<file path="src/rtl/aui_am_lock_if.sv">
// Lane bus between the AUI lane channel and the per-lane AM lock/strip stage.
interface aui_am_lock_if #(
  parameter int unsigned DataWidth = 64
);
  logic                 i_valid;
  logic [DataWidth-1:0] i_data;
  logic                 o_valid;
  logic [DataWidth-1:0] o_data;
  logic                 o_locked;
  logic                 o_am_ok;
  logic                 o_am_err;

  // Lane source / payload sink side.
  modport master (
    output i_valid, i_data,
    input  o_valid, o_data, o_locked, o_am_ok, o_am_err
  );

  // AM lock stage side.
  modport slave (
    input  i_valid, i_data,
    output o_valid, o_data, o_locked, o_am_ok, o_am_err
  );
endinterface

</file>
<file path="src/rtl/aui_am_lock.sv">
// Per-lane receive alignment-marker lock and strip: finds the periodic AM_HI/AM_LO pair,
// qualifies lock over consecutive pairs and forwards only payload words once locked.
module aui_am_lock #(
  parameter int unsigned          DataWidth = 64,
  parameter logic [DataWidth-1:0] AmHi      = 64'h9A4A26B665B5D9D9,
  parameter logic [DataWidth-1:0] AmLo      = 64'hFE8E0C260171F355,
  parameter int unsigned          AmPeriod  = 20,
  parameter int unsigned          LockCnt   = 3,
  parameter int unsigned          UnlockCnt = 4
) (
  input logic              clk,
  input logic              rst_n,
  aui_am_lock_if.slave     lane_io
);

  localparam int unsigned Frame = AmPeriod + 2;
  localparam int unsigned PosW  = $clog2(Frame);
  localparam int unsigned GoodW = $clog2(LockCnt + 1);
  localparam int unsigned BadW  = $clog2(UnlockCnt + 1);

  localparam logic [PosW-1:0]  PosHi     = PosW'(AmPeriod);
  localparam logic [PosW-1:0]  PosLo     = PosW'(AmPeriod + 1);
  localparam logic [PosW-1:0]  PosLast   = PosW'(Frame - 1);
  localparam logic [GoodW-1:0] GoodLock  = GoodW'(LockCnt);
  localparam logic [BadW-1:0]  BadUnlock = BadW'(UnlockCnt);

  typedef enum logic [1:0] {StSearch, StVerify, StLocked} state_e;

  state_e               state_q, state_d;
  logic [PosW-1:0]      pos_q, pos_d;
  logic [GoodW-1:0]     good_cnt_q, good_cnt_d;
  logic [BadW-1:0]      bad_cnt_q, bad_cnt_d;
  logic                 hi_match_q, hi_match_d;
  logic                 prev_hi_q, prev_hi_d;
  logic                 valid_q, valid_d;
  logic                 am_ok_q, am_ok_d;
  logic                 am_err_q, am_err_d;
  logic [DataWidth-1:0] data_q;

  logic             word_hi, word_lo, pair_good;
  logic [GoodW-1:0] good_next;
  logic [BadW-1:0]  bad_next;

  assign word_hi   = (lane_io.i_data == AmHi);
  assign word_lo   = (lane_io.i_data == AmLo);
  assign pair_good = hi_match_q && word_lo;
  // Saturating increments; counters never wrap.
  assign good_next = (good_cnt_q == GoodLock) ? good_cnt_q : good_cnt_q + GoodW'(1);
  assign bad_next  = (bad_cnt_q == BadUnlock) ? bad_cnt_q : bad_cnt_q + BadW'(1);

  // Next-state: pattern search, frame position tracking and pair qualification.
  always_comb begin
    state_d    = state_q;
    pos_d      = pos_q;
    good_cnt_d = good_cnt_q;
    bad_cnt_d  = bad_cnt_q;
    hi_match_d = hi_match_q;
    prev_hi_d  = prev_hi_q;
    am_ok_d    = 1'b0;
    am_err_d   = 1'b0;
    // AM slots are dropped by position alone, whatever their content.
    valid_d    = lane_io.i_valid && (state_q == StLocked) && (pos_q < PosHi);

    if (lane_io.i_valid) begin
      case (state_q)
        StSearch: begin
          prev_hi_d = word_hi;
          if (prev_hi_q && word_lo) begin
            state_d    = StVerify;
            good_cnt_d = GoodW'(1);
            pos_d      = '0;
            hi_match_d = 1'b0;
            prev_hi_d  = 1'b0;
          end
        end

        StVerify, StLocked: begin
          pos_d = (pos_q == PosLast) ? '0 : pos_q + PosW'(1);
          if (pos_q == PosHi) begin
            hi_match_d = word_hi;
          end
          if (pos_q == PosLo) begin
            if (state_q == StVerify) begin
              if (pair_good) begin
                am_ok_d    = 1'b1;
                good_cnt_d = good_next;
                if (good_next == GoodLock) begin
                  state_d = StLocked;
                end
              end else begin
                am_err_d   = 1'b1;
                state_d    = StSearch;
                good_cnt_d = '0;
                prev_hi_d  = 1'b0;
              end
            end else begin
              if (pair_good) begin
                am_ok_d   = 1'b1;
                bad_cnt_d = '0;
              end else begin
                am_err_d  = 1'b1;
                bad_cnt_d = bad_next;
                if (bad_next == BadUnlock) begin
                  state_d    = StSearch;
                  good_cnt_d = '0;
                  bad_cnt_d  = '0;
                  prev_hi_d  = 1'b0;
                end
              end
            end
          end
        end

        default: begin
          state_d = StSearch;
        end
      endcase
    end
  end

  // Control state registers.
  always_ff @(posedge clk or negedge rst_n) begin
    if (!rst_n) begin
      state_q    <= StSearch;
      pos_q      <= '0;
      good_cnt_q <= '0;
      bad_cnt_q  <= '0;
      hi_match_q <= 1'b0;
      prev_hi_q  <= 1'b0;
    end else begin
      state_q    <= state_d;
      pos_q      <= pos_d;
      good_cnt_q <= good_cnt_d;
      bad_cnt_q  <= bad_cnt_d;
      hi_match_q <= hi_match_d;
      prev_hi_q  <= prev_hi_d;
    end
  end

  // Registered outputs, one cycle behind the accepted word.
  always_ff @(posedge clk or negedge rst_n) begin
    if (!rst_n) begin
      valid_q  <= 1'b0;
      am_ok_q  <= 1'b0;
      am_err_q <= 1'b0;
      data_q   <= '0;
    end else begin
      valid_q  <= valid_d;
      am_ok_q  <= am_ok_d;
      am_err_q <= am_err_d;
      if (lane_io.i_valid) begin
        data_q <= lane_io.i_data;
      end
    end
  end

  assign lane_io.o_valid  = valid_q;
  assign lane_io.o_data   = data_q;
  assign lane_io.o_locked = (state_q == StLocked);
  assign lane_io.o_am_ok  = am_ok_q;
  assign lane_io.o_am_err = am_err_q;

endmodule

</file>
<file path="src/flat_wrapper.sv">
// flat-port wrapper written by rule: the top's interface ports become plain ports
module aui_am_lock_flat 
#(
  parameter int unsigned          DataWidth = 64,
  parameter logic [DataWidth-1:0] AmHi      = 64'h9A4A26B665B5D9D9,
  parameter logic [DataWidth-1:0] AmLo      = 64'hFE8E0C260171F355,
  parameter int unsigned          AmPeriod  = 20,
  parameter int unsigned          LockCnt   = 3,
  parameter int unsigned          UnlockCnt = 4
)
  (clk, rst_n, lane_io_i_valid, lane_io_i_data, lane_io_o_valid, lane_io_o_data, lane_io_o_locked, lane_io_o_am_ok, lane_io_o_am_err);
  aui_am_lock_if #(.DataWidth(DataWidth)) lane_io_i ();
  input logic clk;
  input logic rst_n;
  input wire logic [$bits(lane_io_i.i_valid)-1:0] lane_io_i_valid;
  input wire logic [$bits(lane_io_i.i_data)-1:0] lane_io_i_data;
  output wire logic [$bits(lane_io_i.o_valid)-1:0] lane_io_o_valid;
  output wire logic [$bits(lane_io_i.o_data)-1:0] lane_io_o_data;
  output wire logic [$bits(lane_io_i.o_locked)-1:0] lane_io_o_locked;
  output wire logic [$bits(lane_io_i.o_am_ok)-1:0] lane_io_o_am_ok;
  output wire logic [$bits(lane_io_i.o_am_err)-1:0] lane_io_o_am_err;
  assign lane_io_i.i_valid = lane_io_i_valid;
  assign lane_io_i.i_data = lane_io_i_data;
  assign lane_io_o_valid = lane_io_i.o_valid;
  assign lane_io_o_data = lane_io_i.o_data;
  assign lane_io_o_locked = lane_io_i.o_locked;
  assign lane_io_o_am_ok = lane_io_i.o_am_ok;
  assign lane_io_o_am_err = lane_io_i.o_am_err;
  aui_am_lock #(.DataWidth(DataWidth), .AmHi(AmHi), .AmLo(AmLo), .AmPeriod(AmPeriod), .LockCnt(LockCnt), .UnlockCnt(UnlockCnt)) u_core (.clk(clk), .rst_n(rst_n), .lane_io(lane_io_i));
endmodule
</file>
<file path="config.mk">
export PLATFORM = sky130hd
export DESIGN_NAME = aui_am_lock_flat
export DESIGN_NICKNAME = d
export VERILOG_FILES = /design/src/rtl/aui_am_lock_if.sv /design/src/rtl/aui_am_lock.sv /design/src/flat_wrapper.sv
export SDC_FILE = /design/constraint.sdc
export NUM_CORES = 1
export LEC_CHECK = 0
export CAP_MARGIN = 20
export CORE_UTILIZATION = 41
export DETAILED_ROUTE_END_ITERATION = 8
export PLACE_DENSITY = 0.88
export SLEW_MARGIN = 10
export SYNTH_ARGS = -nofsm -noshare
export SYNTH_HDL_FRONTEND = slang
export SYNTH_SLANG_ARGS = --single-unit
</file>
<file path="constraint.sdc">
create_clock -name clk -period 2.25 [get_ports clk]
set_input_delay 0.5625 -clock clk [delete_from_list [all_inputs] [get_ports clk]]
set_output_delay 0.5625 -clock clk [all_outputs]
set_load 0.02 [all_outputs]
</file>
==> qor.txt <==
=================================================================================
Count of antenna diodes in the layout ..............................            0
Detailed-routing iteration count for the pre-antenna-repair pass ...            6
Share of async-settable or async-resettable flops after synthesis ..         1.00
Half-perimeter wire length of the detailed placement result ........      7930 µm
Detailed-route via count ...........................................         3214
Data arrival time of the worst path ................................      2.45 ns
Drt via density ....................................................         5.41
Number of library cell types mapped by synthesis ...................           47
Count of flip-flops with a built-in enable after synthesis .........            0
Gp weighted congestion .............................................        0.831
Final wirelength ...................................................     10700 µm
Longest Clk Path Bufs ..............................................            2
Number of buffer cells added on primary ports ......................          134
Crit path buffers/inverters ........................................            1
Synthesized flop and latch total ...................................           81
Top-Level Pins .....................................................          135
P per Cell Area ....................................................   729 mW/mm²
Flip-flop cell with the highest count after synthesis ..............      dfrtp_1
Most area-consuming cells after synthesis .......................... dfrtp_1, mux2_2, ha_1
Hold Violations, Final .............................................            0
Maximum number of pins on one net before global-route repair .......           42
Top cells by instance count after synthesis ........................ dfrtp_1, mux2_2, nand2_1
Part of the Yosys area used for sequential elements ................        0.537
CP Cell Sequence ................................................... clkdlybuf4s50_1, nor3b_2, nand4_1, nor2_4, a31oi_4, a211oi_2, mux2_1
Setup crit end kind ................................................     register
Worst rel slew slack ...............................................        0.654
Clock latency at the later pin of the worst-skew pair ..............      0.36 ns
Type of the tightest min-delay check ...............................  in -> async
Tot GR Track Use ...................................................        0.225
Net count of the mapped netlist ....................................          372
Post-route cell area ...............................................  0.00599 mm²
Run status ......................................................... finished with violations
# clock sinks ......................................................           81
Fraction of the core area covered by cells at the end of the flow ..        0.680
Maximum Capacitance Violations .....................................            0
Clock slew seen by the registers of the worst setup and hold paths .      0.09 ns
Top cell type's share of synthesized area ..........................        0.537
Total power of the final layout ....................................      4.37 mW
Achievable frequency ...............................................    0.454 GHz
Relative area change from synthesis to final layout ................        58.8%
Post-synthesis area per instance ...................................     12.8 µm²
Aggregate global routing overflow ..................................            0
Die Ht .............................................................      97.9 µm
TritonCTS clock tree ...............................................         done
Data required time of the worst path ...............................      2.50 ns
Die X ..............................................................      97.9 µm
Total of hold buffers inserted after clock tree synthesis ..........            0
Std-Cell Core Area .................................................  0.00881 mm²
Kind of critical path ..............................................    in -> reg
Failing checks .....................................................          DRC
Die area ...........................................................  0.00959 mm²
Root buffer cell ...................................................     clkbuf_8
Number of global-route vias before repair ..........................         3394
Number of remaining DRC errors .....................................            4
Synth Instances ....................................................          295
Average routed wire per standard cell ..............................      18.1 µm
Number of buffers created by CTS ...................................            9
Initial Utilization ................................................        0.428
Antenna-violating nets left ........................................            0
Count of yosys warnings during synthesis ...........................            0
Largest stage delay on the critical path ...........................      0.48 ns
Leakage power total ................................................      2.73 nW
Fin crit share .....................................................        0.978
Largest delay contributor family on the critical path .............. simple AND/OR/NAND/NOR gates
Cell Area, Synth ...................................................  0.00377 mm²
Final setup violating endpoints ....................................            0
Highest net fanout along the worst path ............................            4
Synth area leader ..................................................      dfrtp_1
Fraction of layout instances using a drive strength above 1 ........        0.331
Period minus WS final ..............................................      2.20 ns
Standard cell with the maximum stage delay on the critical path .... clkdlybuf4s50_1
Initial antenna violation count ....................................            0
Number of DRC markers in iteration 0 ...............................          171
Nets ...............................................................          558
Nature of the critical path startpoint .............................    input pin
Slew Viols, Final ..................................................            0
First-pass GRT wire length .........................................     16900 µm
Max IR drop VDD ....................................................       476 µV
Most used standard cell by instance count after synthesis ..........      dfrtp_1
Cell Rows ..........................................................           34
Post-route clock skew ..............................................    0.0144 ns
Worst-Margin Slew ..................................................     0.520 ns
Post-Place Cell Area ...............................................  0.00560 mm²
Maximum level of the CTS H-tree ....................................            3
=================================================================================
==> repair_timing <==
item	4_1_cts	5_1_grt
setup buffers	3	1
gates resized for setup	50	38
pin swaps	21	19
setup endpoints to repair	16	12
==> flip-flops by register name, summed over array words and instances, names as in the netlist <==
| signal | count |
|---|---|
| u_core.bad_cnt_q | 3 |
| u_core.good_cnt_q | 2 |
| u_core.hi_match_q | 1 |
| u_core.lane_io.o_am_err | 1 |
| u_core.lane_io.o_am_ok | 1 |
| u_core.lane_io.o_data | 64 |
| u_core.lane_io.o_valid | 1 |
| u_core.pos_q | 5 |
| u_core.prev_hi_q | 1 |
| u_core.state_q | 2 |
==> metal layers <==
| metal | GRT usage | wire length, µm | up-vias |
|---|---|---|---|
| met4 | 0.0956 | 310 | 0 |
| li1 | - | - | 1472 |
| met1 | 0.263 | 4120 | 1590 |
| met3 | 0.0737 | 768 | 29 |
| met2 | 0.380 | 5530 | 123 |
| met5 | 0 | 0 | - |
==> area by class of cell <==
cell class,count,area [µm²]
Fill cell,599,2820
Sequential cell,81,2030
Multi-Input combinational cell,191,1830
Timing Repair Buffer,185,1750
Clock buffer,11,141
Tap cell,108,135
Clock inverter,5,62.6
Inverter,13,48.8
==> worst paths after layout <==
| path | from | end | slack [ns] | depth (start not counted) |
|---|---|---|---|---|
| worst max register to register | u_core.state_q[0] | u_core.good_cnt_q[0] | 0.05 | 8 |
| worst min-delay path | rst_n | u_core.lane_io.o_data[46] | 0.18 | 1 |
| min in group clk | lane_io_i_data[5] | u_core.lane_io.o_data[5] | 0.47 | 2 |
| worst max-delay path | lane_io_i_data[41] | u_core.good_cnt_q[0] | 0.05 | 7 |
| max in group asynchronous | rst_n | u_core.lane_io.o_data[22] | 1.52 | 2 |
| worst min register to register | u_core.lane_io.o_data[10] | u_core.lane_io.o_data[10] | 0.51 | 1 |
==> report_power, final <==
| part | leakage (nW) | internal, mW | total [mW] | switching (mW) |
|---|---|---|---|---|
| clock | 0.0962 | 0.550 | 1.11 | 0.561 |
| sequential | 0.967 | 1.64 | 1.78 | 0.137 |
| combinational | 1.67 | 0.736 | 1.48 | 0.743 |
| total | 2.73 | 2.93 | 4.37 | 1.44 |
==> per-stage QoR <==
| step | hold WS (ns) | setup slack (ns) | cells | TNS, ns |
|---|---|---|---|---|
| floorplan | 0.267 | 0.00116 | 295 | 0 |
| global placement | 0.474 | -0.613 | 574 | -7.73 |
| detailed placement | 0.495 | -0.668 | 574 | -8.25 |
| CTS | 0.187 | 0.00126 | 593 | 0 |
| global route | 0.222 | -0.0439 | 594 | -0.104 |
| finish | 0.178 | 0.0486 | 594 | 0 |
==> cell usage in the layout, fill, tap and decap left out, types with 3 or more instances in the layout <==
| master | n |
|---|---|
| buf_4 | 49 |
| inv_1 | 13 |
| nor4bb_2 | 3 |
| o21ai_1 | 4 |
| and4b_1 | 3 |
| o21ai_0 | 5 |
| nor2b_1 | 3 |
| nand4b_1 | 6 |
| clkbuf_8 | 10 |
| a21oi_1 | 5 |
| nand3_1 | 8 |
| dfrtp_1 | 81 |
| mux2_2 | 64 |
| clkdlybuf4s15_1 | 8 |
| dlymetal6s2s_1 | 18 |
| ha_1 | 10 |
| clkdlybuf4s50_1 | 84 |
| nor2_1 | 8 |
| nand2_1 | 14 |
| nand4_1 | 7 |
| nor4b_2 | 3 |
| dlygate4sd2_1 | 20 |
==> kinds of logic (layout without fill, tap and decap cells) <==
kind of cell | Yosys count | in the layout | share of synthesized area
xor gates and xnor gates | 1 | 1 | 0.00232
and+or+nand+nor | 81 | 81 | 0.145
adders and majority gates | 10 | 10 | 0.0332
DFF | 81 | 81 | 0.537
muxes | 67 | 67 | 0.199
AOI/OAI and AO/OA | 32 | 32 | 0.0587
buffers and inverters | 23 | 214 | 0.0239
Note: power is estimated with default switching activity, not from simulation.
